--- config.mk ---
export PLATFORM = sky130hd
export DESIGN_NAME = enc_out
export DESIGN_NICKNAME = d
export VERILOG_FILES = /design/src/rtl/enc_out.sv
export SDC_FILE = /design/constraint.sdc
export NUM_CORES = 1
export LEC_CHECK = 0
export ABC_CLOCK_PERIOD_IN_PS = 8200
export CORE_ASPECT_RATIO = 0.6
export CORE_UTILIZATION = 62
export CTS_CLUSTER_SIZE = 20
export DETAILED_ROUTE_END_ITERATION = 10
export MAX_ROUTING_LAYER = met4
export PLACE_DENSITY = 0.91
export SKIP_LAST_GASP = 1
export SLEW_MARGIN = 30
export SYNTH_ARGS = -nofsm -noshare
export SYNTH_HDL_FRONTEND = slang
export SYNTH_SLANG_ARGS = --single-unit
--- constraint.sdc ---
create_clock -name xclk -period 8.2 [get_ports xclk]
set_input_delay 0.82 -clock xclk [delete_from_list [all_inputs] [get_ports xclk]]
set_output_delay 0.82 -clock xclk [all_outputs]
set_load 0.01 [all_outputs]
--- src/rtl/enc_out.sv ---
// Quadrature encoder signal generator: synthesises A/B/index outputs at a programmable
// rate and direction, either continuously or for a commanded number of counts.
module enc_out #(
    parameter int unsigned MIN_QPERIOD = 4
) (
    input  logic        xclk,
    input  logic        reset,
    input  logic [31:0] quarter_period,
    input  logic        enc_dir_cmd,
    input  logic [15:0] counts_per_index,
    input  logic        run_continuous,
    input  logic        start,
    input  logic [31:0] move_counts,
    input  logic        abort,
    input  logic        reset_enc_out_counts,
    output logic        enca_out,
    output logic        encb_out,
    output logic        enci_out,
    output logic [31:0] enc_out_counts,
    output logic        busy,
    output logic        done
);

    typedef enum logic [1:0] {StIdle, StRun, StMove} state_e;

    state_e      state;
    logic [1:0]  phase;
    logic [31:0] timer;
    logic [31:0] remaining;
    logic [15:0] idx_cnt;
    logic        move_dir;

    logic [31:0] qp_eff;
    logic        step_due;
    logic        do_step;
    logic        step_dir;
    logic [1:0]  phase_step;
    logic [15:0] idx_step;
    logic [15:0] idx_d;

    always_comb begin
        qp_eff   = (quarter_period < 32'(MIN_QPERIOD)) ? 32'(MIN_QPERIOD) : quarter_period;
        step_due = (state != StIdle) && (quarter_period != 32'd0) && (timer >= qp_eff);
        // Clear and abort/exit outrank a step that would otherwise fire on the same edge.
        do_step  = !reset_enc_out_counts && !abort && step_due &&
                   ((state == StMove) || run_continuous);
        step_dir = (state == StMove) ? move_dir : enc_dir_cmd;

        // Phase is {B,A}; each step toggles exactly one channel.
        phase_step = 2'b00;
        case (phase)
            2'b00:   phase_step = step_dir ? 2'b01 : 2'b10;
            2'b01:   phase_step = step_dir ? 2'b11 : 2'b00;
            2'b11:   phase_step = step_dir ? 2'b10 : 2'b01;
            default: phase_step = step_dir ? 2'b00 : 2'b11;
        endcase

        idx_step = 16'd0;
        if (counts_per_index == 16'd0 || idx_cnt >= counts_per_index) begin
            idx_step = 16'd0;
        end else if (step_dir) begin
            idx_step = (idx_cnt == counts_per_index - 16'd1) ? 16'd0 : idx_cnt + 16'd1;
        end else begin
            idx_step = (idx_cnt == 16'd0) ? counts_per_index - 16'd1 : idx_cnt - 16'd1;
        end

        idx_d = idx_cnt;
        if (reset_enc_out_counts) begin
            idx_d = 16'd0;
        end else if (do_step) begin
            idx_d = idx_step;
        end
    end

    always_ff @(posedge xclk or negedge reset) begin
        if (!reset) begin
            state          <= StIdle;
            phase          <= 2'b00;
            timer          <= 32'd1;
            remaining      <= 32'd0;
            idx_cnt        <= 16'd0;
            move_dir       <= 1'b0;
            enc_out_counts <= 32'd0;
            enci_out       <= 1'b0;
            busy           <= 1'b0;
            done           <= 1'b0;
        end else begin
            done     <= 1'b0;
            idx_cnt  <= idx_d;
            enci_out <= (counts_per_index != 16'd0) && (idx_d == 16'd0);
            if (reset_enc_out_counts) begin
                state          <= StIdle;
                phase          <= 2'b00;
                timer          <= 32'd0;
                enc_out_counts <= 32'd0;
                busy           <= 1'b0;
            end else if (do_step) begin
                phase          <= phase_step;
                enc_out_counts <= step_dir ? enc_out_counts + 32'd1 : enc_out_counts - 32'd1;
                timer          <= 32'd1;
                if (state == StMove) begin
                    remaining <= remaining - 32'd1;
                    if (remaining == 32'd1) begin
                        state <= StIdle;
                        busy  <= 1'b0;
                        done  <= 1'b1;
                    end
                end
            end else begin
                case (state)
                    StIdle: begin
                        if (run_continuous) begin
                            state <= StRun;
                            timer <= 32'd1;
                        end else if (start) begin
                            if (move_counts != 32'd0) begin
                                state     <= StMove;
                                remaining <= move_counts;
                                move_dir  <= enc_dir_cmd;
                                busy      <= 1'b1;
                                timer     <= 32'd1;
                            end else begin
                                done <= 1'b1;
                            end
                        end
                    end
                    StRun: begin
                        if (!run_continuous || abort) begin
                            state <= StIdle;
                        end else if (quarter_period != 32'd0) begin
                            timer <= timer + 32'd1;
                        end
                    end
                    StMove: begin
                        if (abort) begin
                            state <= StIdle;
                            busy  <= 1'b0;
                        end else if (quarter_period != 32'd0) begin
                            timer <= timer + 32'd1;
                        end
                    end
                    default: state <= StIdle;
                endcase
            end
        end
    end

    assign enca_out = phase[0];
    assign encb_out = phase[1];

endmodule

---- After elaboration in Yosys (flattened, before gate mapping) ----
Index checks and enable logic that the tools add are counted.
cells by class
  $add $sub $neg .......................... 7
  $lt $le $gt $ge ......................... 3
  eq/ne operators ......................... 19
  multiplexer cells ....................... 60
  bitwise operators ....................... 3
  reduce and logical (&&, ||, !) cells .... 32
operators by type and width
  cell                                                 count
  2-to-1 mux 32 bit                                    18
  2-to-1 mux 16 bit                                    6
  one-hot mux 32 bit (3 select lines)                  1
  adder 32 x 1 -> 32 bit, second input constant        2
  nonzero test 32 bit                                  2
  subtractor 32 x 1 -> 32 bit, second input constant   2
  zero test 16 bit                                     3
  == test 32 x 1 -> 1 bit, second input constant       1
  >= comparator 32 bit                                 1
  < comparator 32 x 3 -> 1 bit, second input constant  1
  subtractor 16 x 1 -> 16 bit, second input constant   2
  2-to-1 mux 2 bit                                     15
  inequality test 4 bit, second input constant         7
  AND reduction 6 bit                                  3
  2-to-1 mux 1 bit                                     17
  adder 16 x 1 -> 16 bit, second input constant        1
  == test 16 bit                                       1
  >= comparator 16 bit                                 1
  nonzero test 16 bit                                  1
  one-hot mux 2 bit (3 select lines)                   2
  inequality test 5 bit, second input constant         2
  nonzero test 2 bit                                   5
  AND reduction 7 bit                                  1
  logical AND 1 bit                                    6
  other kinds (12)                                     23
word-level totals
  bits in registers ....................... 120
  input bits .............................. 87
  output and inout port bits .............. 37

---- Depth between registers and ports, before layout ----
  depth after elaboration ................. 10
  depth in mapped cells ................... 17

---- Worst setup path before layout ----
No wires, ideal clock.
  kind .................................... input -> register
  from .................................... input enc_dir_cmd
  to ...................................... register enc_out_counts[30]
  library setup time ...................... 133 ps
  data arrival time ....................... 4819 ps
  slack ................................... 3248 ps
  stages on the path ...................... 14
  path through ............................ mux2i_1 > clkbuf_1 > ha_1 > nor2b_1 > o31a_1 > o31a_1 > o311a_1 > a221oi_1 > a31oi_1 > a21o_1 > a31o_2 > a21oi_1 > xor2_1 > o21ai_0
between the ends
  cells in the longest elaborated chain, start to end .. 4
RTL lines
  item                  line  text
  start, declared       9     input logic enc_dir_cmd,
  2-to-1 mux 1 bit      47    step_dir = (state == StMove) ? move_dir : enc_dir_cmd;
  2-to-1 mux 32 bit     99    enc_out_counts <= step_dir ? enc_out_counts + 32'd1 : enc_out_counts - 32'd1;
  2-to-1 mux 32 bit     97    end else if (do_step) begin
  2-to-1 mux 32 bit     91    if (reset_enc_out_counts) begin
  end signal, assigned  99
  end, declared         19    output logic [31:0] enc_out_counts,
Every way passes these cells. The select of a mux whose other input is x is not followed.
A chain may end at the register's enable or synchronous reset.

---- Worst setup path after layout ----
  from .................................... input quarter_period[25]
  to ...................................... register timer[23]
between the ends
  cells in the longest elaborated chain, start to end .. 8
  elaborated cells on any way between the ends .. 20
  classes of those cells .................. order compare (2); eq/ne (4); mux (7); reduce/logical (7)
RTL lines
  item                                                                              line  text
  start, declared                                                                   8     input logic [31:0] quarter_period,
  < comparator 32 x 3 -> 1 bit                                                      42    qp_eff = (quarter_period < 32'(MIN_QPERIOD)) ? 32'(MIN_QPERIOD) : quarter_period;
  2-to-1 mux 32 bit                                                                 42
  >= comparator 32 bit                                                              43    step_due = (state != StIdle) && (quarter_period != 32'd0) && (timer >= qp_eff);
  logical AND 1 bit                                                                 43
  logical AND 1 bit (2 in series)                                                   45    do_step = !reset_enc_out_counts && !abort && step_due &&
  inequality test 5 bit (no source line) (tied with other cells)                    -
  AND reduction 5 bit (no source line) / 2-to-1 mux 32 bit (equally long branches)  -
  end signal, assigned                                                              131   timer <= timer + 32'd1;
  end signal, assigned                                                              139   timer <= timer + 32'd1;
  end, declared                                                                     28    logic [31:0] timer;
Several ways; a longest one is shown, not always the timed one. The select of a mux whose other input is x is not followed.

==> run summary <==
After detailed routing, the number of remaining DRC violations is 0. Setup repair after global routing left no endpoint under its margin. The share of layout cells above drive strength 1 is 0.0455. The number of cells on the worst reg-to-reg path came out at 16. The most common cell after layout, fill and taps aside is sky130_fd_sc_hd__o21ai_0. The logs give 31300 um for the final routed wirelength across all metal layers and 0 for the count of final hold-check violations. The post-route clock skew came out at 12.4 ps. The startpoint identified for the worst register-to-register timing path is state[0]. The ratio of total power to cell area came out at 138 mW/mm^2. On the critical path, the stage with the largest delay is an instance of sky130_fd_sc_hd__nor2_1.

The post-route clock period utilization is 0.686, and the number of setup buffers added after CTS is 0. The run gives 1612 as the number of nets in the finished design. CTS built an H-tree with a depth of 4.

Adding up every negative setup slack in the final design gives 0 ps. Flip-flop cell with the highest count after synthesis: sky130_fd_sc_hd__dfrtp_1. The register bit total from synthesis came out at 120. Summed over all layers, the global routing overflow is 0. The tools report the number of warnings issued by yosys as 0. The run gives 0.0176 sq mm as the total die area. After detailed routing, the average wire length per cell comes to 18.7 um.

The tools report the number of slew-limit violations in the final report as 0. Element type at the critical path start: an input pin. Among cell families on the critical path, the largest total delay comes from simple AND/OR/NAND/NOR gates. Walking the worst path, the cells encountered are clkdlybuf4s50_1 -> nor4_1 -> nand3_1 -> nor4_1 -> nor2b_1 -> ha_1 -> nor3b_1 -> o21ai_0 -> a21oi_1 -> or3_1 -> a31oi_4 -> nor2_1 -> buf_4 -> nand2_1 -> nor2_1 -> buf_4 -> nand4_1 -> o21ai_0. The initialized floorplan defines 36 standard-cell rows.

The tools report the number of antenna violations at the first check in global routing as 0. The global routing usage summed across all routing layers is 0.375, and the average vias per placed instance is 6.55. TritonCTS built the clock tree. Together, buffers and inverters on the worst path number 3.

In this run, distinct cell masters in the synthesized netlist total 76. The capturing element type of the critical path was a register. The die is 170 um wide. The run gives 2 as the maximum count of clock buffers along a single path. At the worst endpoint, the required time is 8530 ps.

Final critical path time including I/O delays and setup: 5630 ps. Clock-pin slew was measured on the worst setup and hold paths at 60 ps. The tightest min-delay check is of the in -> async type. The first detailed-routing pass took 7 iterations. The number of setup violations in the final report is 0, and the hold buffer count at CTS is 0. The tools report the fraction of the yosys area taken by sequential cells as 0.285.

The arrival time reported for the critical path endpoint is 5960 ps. In this run the count of I/O pins placed on the die edge is 124. For the initial core utilization, the log shows 0.642. First-pass GRT wire length: 50000 um.

Detailed routing inserted a total of 11000 vias. The share of power burned in registers was 0.399. The logs give 0.406 for the clock power share and 1352 for the synthesized netlist cell count. For this run, the slowest stage of the critical path takes 590 ps. At the pin with the least slew margin, the transition time is 958 ps.

The flow ran to the end, and the final reports show no timing, DRC or antenna violations. For the relative contribution of combinational cells to total power, the log shows 0.195. Across the VDD grid, the largest voltage drop is 0.127 mV. In this run the worst path has a maximum fanout of 28. For the minimum setup slack in the final design, the log shows 2570 ps.

The kind of critical path was in -> reg. The number of enable-type register cells in the synthesized netlist is 0. The chip height is 103 um. The count of antenna-violating nets left after detailed routing was 0. The run gives 0.0106 sq mm as the area of the mapped netlist. Synthesis produced a netlist with a net count of 1528.

The internal power was 1.18 mW; the number of inserted diodes was 0. The via count of the first global-routing pass is 9901, and the leakage dissipation is 5.48 nW. The critical path starts at quarter_period[25]. Slack of the worst reg-to-reg path: 3350 ps. The switching fraction of total power came out at 0.314.

The fraction of registers with async set or reset after synthesis was 1.00. For the number of clock sinks, the log shows 120. The area growth from synthesis to layout works out to 18.1%. Max-cap violations in this run came to 0.

The first routing iteration left 1448 violations. The normalized max-slew margin came out at 0.361. The region available for standard cell placement spans 0.0164 sq mm. The post-cts resize count was 0.

Input and output buffers added on the ports amount to 123. For the power spent charging and discharging nets, the log shows 539 uW. In this run the clock root is driven by a sky130_fd_sc_hd__clkbuf_16. The average instance area after synthesis came out at 7.81 sq um. Timing would allow up to 0.178 GHz. In the layout the commonest cells are sky130_fd_sc_hd__o21ai_0, sky130_fd_sc_hd__clkdlybuf4s50_1, sky130_fd_sc_hd__dfrtp_1.

The worst slack at placement was 2120 ps; the number of buffers created by CTS was 17. Routability-driven placement finished with a final weighted congestion of 0.996. Summed over all nets, the half-perimeter wirelength after detailed placement is 22700 um.

In this run the critical register-to-register path is captured at enc_out_counts[30]. The clock insertion delay at the later pin of the skew report is 420 ps. The pin count of the biggest net entering global routing came out at 106.
-- cell usage after synthesis (5+ instances only) --
cell                          n  area, sq um
sky130_fd_sc_hd__buf_1        7         26.3
sky130_fd_sc_hd__nand2_1    108          405
sky130_fd_sc_hd__o22ai_1      9         56.3
sky130_fd_sc_hd__a21o_1      21          158
sky130_fd_sc_hd__nand4_1     27          169
sky130_fd_sc_hd__o21ai_0    174          871
sky130_fd_sc_hd__nor2_1     100          375
sky130_fd_sc_hd__a21oi_1     93          465
sky130_fd_sc_hd__nor3_1      51          255
sky130_fd_sc_hd__and3_1      26          163
sky130_fd_sc_hd__mux2i_1      6         60.1
sky130_fd_sc_hd__o21bai_1     8         60.1
sky130_fd_sc_hd__and2_1       8         50.1
sky130_fd_sc_hd__a31oi_1     23          144
sky130_fd_sc_hd__inv_1       77          289
sky130_fd_sc_hd__xnor2_1     44          385
sky130_fd_sc_hd__dfrtp_1    119         2980
sky130_fd_sc_hd__or4_1        8         60.1
sky130_fd_sc_hd__clkbuf_1    58          218
sky130_fd_sc_hd__nor2b_1      6         37.5
sky130_fd_sc_hd__o31ai_1     13         97.6
sky130_fd_sc_hd__o21a_1      10         75.1
sky130_fd_sc_hd__a22oi_1     12         90.1
sky130_fd_sc_hd__a31o_2       5         43.8
sky130_fd_sc_hd__nand3_1     33          165
sky130_fd_sc_hd__nor4_1      29          181
sky130_fd_sc_hd__nand2b_1    15         93.8
sky130_fd_sc_hd__ha_1        88         1100
sky130_fd_sc_hd__o211ai_1    10         75.1
sky130_fd_sc_hd__xor2_1      21          184
sky130_fd_sc_hd__a211oi_1     8         60.1
sky130_fd_sc_hd__nand3b_1    35          263
sky130_fd_sc_hd__or3_1       11         68.8
sky130_fd_sc_hd__a2111oi_0    7         61.3
-- per-layer routing --
layer  GRT usage  vias to the layer above  part of all wire
li1            -                     5167                 -
met1       0.531                     5123              0.46
met2       0.519                      626              0.40
met3       0.110                       63              0.13
met4      0.0922                        0             0.016
met5           -                        -                 0
-- worst register-to-register path: stages, from the launching register on --
cell and delay (ps):
sky130_fd_sc_hd__dfrtp_1 410, sky130_fd_sc_hd__inv_1 110, sky130_fd_sc_hd__ha_1 320, sky130_fd_sc_hd__mux2i_4 560, sky130_fd_sc_hd__buf_4 490, sky130_fd_sc_hd__ha_1 390, sky130_fd_sc_hd__and4_1 230, sky130_fd_sc_hd__a21oi_1 210
sky130_fd_sc_hd__nand2b_1 120, sky130_fd_sc_hd__o311a_1 410, sky130_fd_sc_hd__a221oi_1 380, sky130_fd_sc_hd__a31oi_1 180, sky130_fd_sc_hd__a21o_1 220, sky130_fd_sc_hd__a31o_2 240, sky130_fd_sc_hd__a21oi_1 170, sky130_fd_sc_hd__xor2_1 160
sky130_fd_sc_hd__o21ai_0 80
-- power groups by stage --
stage | clock network [mW] | registers [mW] | logic (mW)
2_1_floorplan | 0 | 0.678 | 0.203
3_3_place_gp | 0 | 0.688 | 0.313
3_5_place_dp | 0 | 0.690 | 0.323
4_1_cts | 0.699 | 0.682 | 0.327
5_1_grt | 0.728 | 0.690 | 0.369
6_report | 0.697 | 0.685 | 0.334
-- worst max path at each step --
stage,end,depth (start not counted),slack [ps]
2_1_floorplan,enc_out_counts[30],14,3250
3_3_place_gp,timer[1],17,2250
3_5_place_dp,timer[23],18,2120
4_1_cts,timer[24],18,2530
5_1_grt,timer[24],18,2330
6_report,timer[23],18,2570
-- stage by stage --
| stage | hold slack [ps] | util | cell area [sq um] | cells | power (mW) |
|---|---|---|---|---|---|
| detailed placement | 477 | 0.724 | 11900 | 1645 | 1.01 |
| floorplan | 450 | - | 10600 | 1352 | 0.881 |
| global placement | 471 | 0.724 | 11900 | 1645 | 1.00 |
| CTS | 501 | 0.758 | 12500 | 1677 | 1.71 |
| global route | 518 | 0.758 | 12500 | 1677 | 1.79 |
| finish | 478 | 0.758 | 12500 | 1677 | 1.72 |
-- sequential cells by signal, indices dropped and copies added, names as in the netlist, 2 cells and up --
signal and cells:
enc_out_counts 32, remaining 32, timer 32, idx_cnt 16, phase 2, state 2
-- final cells by class --
| type | instances | area [sq um] |
|---|---|---|
| Tap cell | 228 | 285 |
| Clock inverter | 13 | 95.1 |
| Multi-Input combinational cell | 1087 | 7040 |
| Fill cell | 1210 | 3970 |
| Clock buffer | 19 | 453 |
| Sequential cell | 120 | 3000 |
| Inverter | 78 | 293 |
| Timing Repair Buffer | 132 | 1300 |
-- cell families (layout without fill, tap and decap cells) --
family,count (synthesis),in the layout,synth area share
flip-flops,120,120,0.285
XOR/XNOR,65,65,0.0539
adder cells (fa/ha/maj),89,89,0.106
buffers and inverters,145,242,0.0518
AND/OR/NAND/NOR,489,489,0.245
multiplexers,7,7,0.00676
AO/OA/AOI/OAI,437,437,0.252
No activity file was read; power rests on OpenSTA's default activity.
